--- src/rtl/game_stat_counter.sv ---
// Game-state counter feeding the seven-segment scanner: countdown timer on the
// high display word, saturating score on the low word, both held within 0..9999.
module game_stat_counter #(
  parameter int CLK_HZ     = 100_000_000,
  parameter int TIME_LIMIT = 60,
  parameter int SCORE_MAX  = 9999
) (
  input  logic        clk,
  input  logic        reset,
  input  logic        start,
  input  logic        pause,
  input  logic        clear,
  input  logic        score_inc,
  input  logic        score_dec,
  output logic [15:0] displayNumberHigh,
  output logic [15:0] displayNumberLow,
  output logic        running,
  output logic        game_over
);

  // state   | meaning
  // IDLE    | timer loaded with TIME_LIMIT, score 0, waiting for start
  // RUN     | prescaler counting, timer ticking, score pulses accepted
  // PAUSED  | prescaler, timer and score frozen, start resumes
  // OVER    | timer reached 0, everything frozen until clear/reset

  localparam int              PRE_W     = (CLK_HZ > 1) ? $clog2(CLK_HZ) : 1;
  localparam logic [PRE_W-1:0] PRE_LAST  = PRE_W'(CLK_HZ - 1);
  localparam logic [15:0]     TIME_INIT = 16'(TIME_LIMIT);
  localparam logic [15:0]     SCORE_TOP = 16'(SCORE_MAX);

  typedef enum logic [1:0] {
    ST_IDLE   = 2'd0,
    ST_RUN    = 2'd1,
    ST_PAUSED = 2'd2,
    ST_OVER   = 2'd3
  } state_e;

  state_e           state_q, state_d;
  logic [PRE_W-1:0] presc_q, presc_d;
  logic [15:0]      time_q, time_d;
  logic [15:0]      score_q, score_d;
  logic             tick;
  logic             final_tick;

  assign tick       = (state_q == ST_RUN) && (presc_q == PRE_LAST);
  assign final_tick = tick && (time_q == 16'd1);

  always_ff @(posedge clk) begin
    if (reset) begin
      state_q <= ST_IDLE;
    end else begin
      state_q <= state_d;
    end
  end

  // The final tick beats a simultaneous pause so the game cannot stall at 0.
  always_comb begin
    state_d = state_q;
    if (clear) begin
      state_d = ST_IDLE;
    end else begin
      case (state_q)
        ST_IDLE:   if (start) state_d = ST_RUN;
        ST_RUN: begin
          if (final_tick) begin
            state_d = ST_OVER;
          end else if (pause) begin
            state_d = ST_PAUSED;
          end
        end
        ST_PAUSED: if (start) state_d = ST_RUN;
        ST_OVER:   state_d = ST_OVER;
        default:   state_d = ST_IDLE;
      endcase
    end
  end

  always_comb begin
    running   = (state_q == ST_RUN);
    game_over = (state_q == ST_OVER);
  end

  always_comb begin
    presc_d = presc_q;
    time_d  = time_q;
    score_d = score_q;
    if (clear || state_q == ST_IDLE) begin
      presc_d = '0;
      time_d  = TIME_INIT;
      score_d = '0;
    end else if (state_q == ST_RUN) begin
      if (tick) begin
        presc_d = '0;
        if (time_q != 16'd0) begin
          time_d = time_q - 16'd1;
        end
      end else begin
        presc_d = presc_q + 1'b1;
      end
      case ({score_inc, score_dec})
        2'b10:   if (score_q < SCORE_TOP) score_d = score_q + 16'd1;
        2'b01:   if (score_q != 16'd0)    score_d = score_q - 16'd1;
        default: score_d = score_q;
      endcase
    end
  end

  always_ff @(posedge clk) begin
    if (reset) begin
      presc_q <= '0;
      time_q  <= TIME_INIT;
      score_q <= '0;
    end else begin
      presc_q <= presc_d;
      time_q  <= time_d;
      score_q <= score_d;
    end
  end

  assign displayNumberHigh = time_q;
  assign displayNumberLow  = score_q;

endmodule

--- config.mk ---
export PLATFORM = sky130hd
export DESIGN_NAME = game_stat_counter
export DESIGN_NICKNAME = d
export VERILOG_FILES = /design/src/rtl/game_stat_counter.sv
export SDC_FILE = /design/constraint.sdc
export NUM_CORES = 1
export LEC_CHECK = 0
export CAP_MARGIN = 20
export CORE_MARGIN = 2
export CORE_UTILIZATION = 62
export CTS_BUF_LIST = sky130_fd_sc_hd__clkbuf_8
export CTS_CLUSTER_SIZE = 30
export DETAILED_ROUTE_END_ITERATION = 16
export PLACE_DENSITY = 0.88
export RECOVER_POWER = 50
export SETUP_SLACK_MARGIN = 0.15
export SLEW_MARGIN = 20
export SYNTH_ARGS = -nofsm -noshare
export SYNTH_HDL_FRONTEND = slang
export SYNTH_SLANG_ARGS = --single-unit
--- constraint.sdc ---
create_clock -name clk -period 6.1 [get_ports clk]
set_clock_uncertainty 0.05 [all_clocks]
set_input_delay 1.22 -clock clk [delete_from_list [all_inputs] [get_ports clk]]
set_output_delay 1.22 -clock clk [all_outputs]
set_load 0.02 [all_outputs]
==> impl_metrics.yaml <==
floorplan:
  initial_utilization_pct: 64.45
  die_area_um2: 5908
  rows: 26
  die_y_um: 76.87
  fp.dieW_um: 76.87
  io_pins: 41
  core_um2: 5107
yosys:
  synth_area_per_cell_um2: 8.189
  synth-edff-count: 0
  ys_seq_area_share_pct: 37.10
  ys_ff_latch: 61
  synth_flop_cell: "dfxtp_1"
  yosysWarnings: 0
  synth_nets: 414
  synth_cells: 402
  synth_cell_types: 51
  syn_area_um2: 3292
  postSynth.asyncResetShare_pct: 0
worst_setup_path:
  worstPathRequired_ns: 6.30
  worst-setup-path-type: "primary input to flip-flop"
  cpLargestDelayFamily: "compound AO/OA/AOI/OAI gates"
  startpoint_type: "primary input"
  cp-end-kind: "flip-flop"
  crit_fanout: 16
  worst-path-buf-inv: 1
  arrival_ns: 3.93
  path_cells: "clkdlybuf4s50_1 -> nand2b_1 -> a311oi_2 -> nor2_2 -> or3_1 -> a21oi_1"
  max_stage_delay_ns: 1.04
  slowest_stage: "a311oi_2"
global_routing:
  grt_pass1_wl_um: 13690
  grt_pass1_vias: 2984
  grt-ovfl-total: 0
  antenna_found_initial: 0
  track_usage_pct: 28.54
  grt_max_degree: 29
route:
  routed_wl_um: 7954
  via_per_inst: 6.173
  wl_per_cell_um: 15.60
  drt-initial-drc-count: 207
  detail-route-antenna-nets: 0
  drt_pass1_iterations: 5
  drc: 0
  vias: 3148
pwr:
  leakagePower_nw: 1.337
  ir_worst_vdd_mv: 0.1959
  p_switching_mw: 0.1698
  p_seq_share_pct: 52.9
  comb_power_share_pct: 3.1
  switching_share_pct: 22.47
  clkPwrFrac_pct: 44.0
  power_density_nw_per_um2: 195.6
  p_int_mw: 0.5858
finish:
  diodes: 0
  drive_gt1_share_pct: 6.591
  seq_area_um2: 1221
  layout.nets: 448
  final_area_um2: 3862
  multi_input_area_um2: 1919
  areaGrowthSynthToFinish_pct: 17.33
  n_fill_cell: 389
sta:
  tns_ns: 0
  hold_viol_final: 0
  worst_pin_slew_ns: 1.265
  max-slew-margin-rel_pct: 15.66
  finalSetupViolCount: 0
  finalCritPeriodShare_pct: 61.01
  rsz0062_at_grt: "false"
  drv_slew: 0
  max_freq_ghz: 0.2687
  min_period_ns: 3.722
clock_tree:
  clk_latency_ns: 0.34
  post-cts-setup-buffers: 0
  cts-root-buf: "clkbuf_8"
  cts_tree: "yes"
  cts_repair_resize_count: 0
  hold_buffers: 0
  cts.sinks: 61
  cts_buffer_depth: 2
  cts-htree-levels: 3
  path_clk_slew_ns: 0.07
  cts_buffers: 9
place:
  place_congestion: 0.9415
  placed_area_um2: 3705
  place_hpwl_um: 5464
  port_buffers: 40
worst_hold_path:
  hold_class: "flip-flop to flip-flop"
outcome:
  status: "completed"
job:
  cap_viol_max_count: 0
[synthesized netlist by cell type (all sizes together), types with 2 or more instances]
cell     n  area share, %
nor2b    4           0.76
a21oi   10            1.5
nor3    10            1.7
nand2   29            3.3
nor4b    5            1.3
o211ai   2           0.46
mux2i    3           0.91
or4     10            2.4
nor4    13            3.4
o21ai   19            3.0
xor2    27            7.2
nand3   26            4.1
xnor2   16            4.3
dfxtp   61             37
o31ai    5            1.1
nand4   15            2.9
or2      2           0.38
o22ai    6            1.7
clkbuf  11            1.3
nand2b   5           0.95
buf      8            1.6
inv     10            1.1
and2     3           0.57
ha       5            1.9
and4     4            1.1
a31oi    2           0.38
and3     5           0.95
nor2    66            7.6
or3      7            1.3
[layout by cell type, fill, tap and decap left out, types with 11 or more instances in the layout]
cell type	count
o21ai_0	13
nand3_1	25
nand4_1	15
clkdlybuf4s50_1	11
xor2_1	27
xnor2_1	16
nor4_1	12
dlygate4sd3_1	29
nand2_1	29
clkbuf_8	12
nor2_1	65
dfxtp_1	61
[final timing paths]
kind / start / end / slack [ns] / cells after the start
min reg2reg: displayNumberLow[15]$_SDFFE_PP0P_ / displayNumberLow[15]$_SDFFE_PP0P_ / 0.44 / 1
max: score_inc / displayNumberLow[13]$_SDFFE_PP0P_ / 2.38 / 6
max reg2reg: presc_q[0]$_SDFFE_PP0P_ / presc_q[1]$_SDFFE_PP0P_ / 3.06 / 6
min: displayNumberLow[15]$_SDFFE_PP0P_ / displayNumberLow[15]$_SDFFE_PP0P_ / 0.44 / 1
[flip-flops by register name, indices dropped and copies added, names as in the netlist]
name	count
presc_q	27
displayNumberHigh	16
displayNumberLow	16
state_q	2
[stage by stage]
step / power (mW) / setup slack [ns] / utilization, % / hold WS [ns] / cells
finish: 0.7556 / 2.378 / 75.62 / 0.4380 / 510
global route: 0.7829 / 2.238 / 75.62 / 0.4592 / 510
detailed placement: 0.4316 / 2.173 / 72.54 / 0.4317 / 495
floorplan: 0.4228 / 2.800 / - / 0.4120 / 402
CTS: 0.7607 / 2.484 / 76.16 / 0.4436 / 510
global placement: 0.4311 / 2.283 / 72.54 / 0.4219 / 495
[final cells by class]
cell class	instances	share of cell area (%)
Multi-Input combinational cell	312	49.69
Sequential cell	61	31.62
Timing Repair Buffer	42	10.66
Clock buffer	12	4.276
Tap cell	70	2.268
Inverter	10	0.9718
Clock inverter	3	0.5183
[worst reg2reg max path, cell delays in order, from the launching register on]
cell and delay [ns]:
dfxtp_1 0.38, ha_1 0.18, and4b_1 0.29, nand3_1 0.18, nor3_1 0.74, nand2b_1 0.83
o21ai_0 0.23
[cells by family after synthesis]
family	after synthesis	share of synthesized area, %
and+or+nand+nor	207	33.56
DFF	61	37.10
AOI/OAI and AO/OA	53	10.76
xor gates and xnor gates	43	11.44
buffers and inverters	29	3.991
adders and majority gates	5	1.900
muxes	4	1.254
[power groups by stage]
| stage | Sequential, mW | Combinational, mW | Clock [mW] |
|---|---|---|---|
| final | 0.400 | 0.0233 | 0.333 |
| after global routing | 0.399 | 0.0253 | 0.358 |
| after CTS | 0.400 | 0.0234 | 0.338 |
| after detailed placement | 0.409 | 0.0231 | 0 |
| after global placement | 0.408 | 0.0226 | 0 |
| after floorplan | 0.408 | 0.0146 | 0 |
[per-layer routing]
layer | routed length (um) | global-route usage (%) | vias up
met5 | 0 | 0 | -
met1 | 3495 | 35.31 | 1478
met3 | 485 | 7.529 | 21
li1 | - | - | 1510
met2 | 3786 | 46.67 | 139
met4 | 187 | 12.55 | 0
Power figures use the tool's default switching activity.
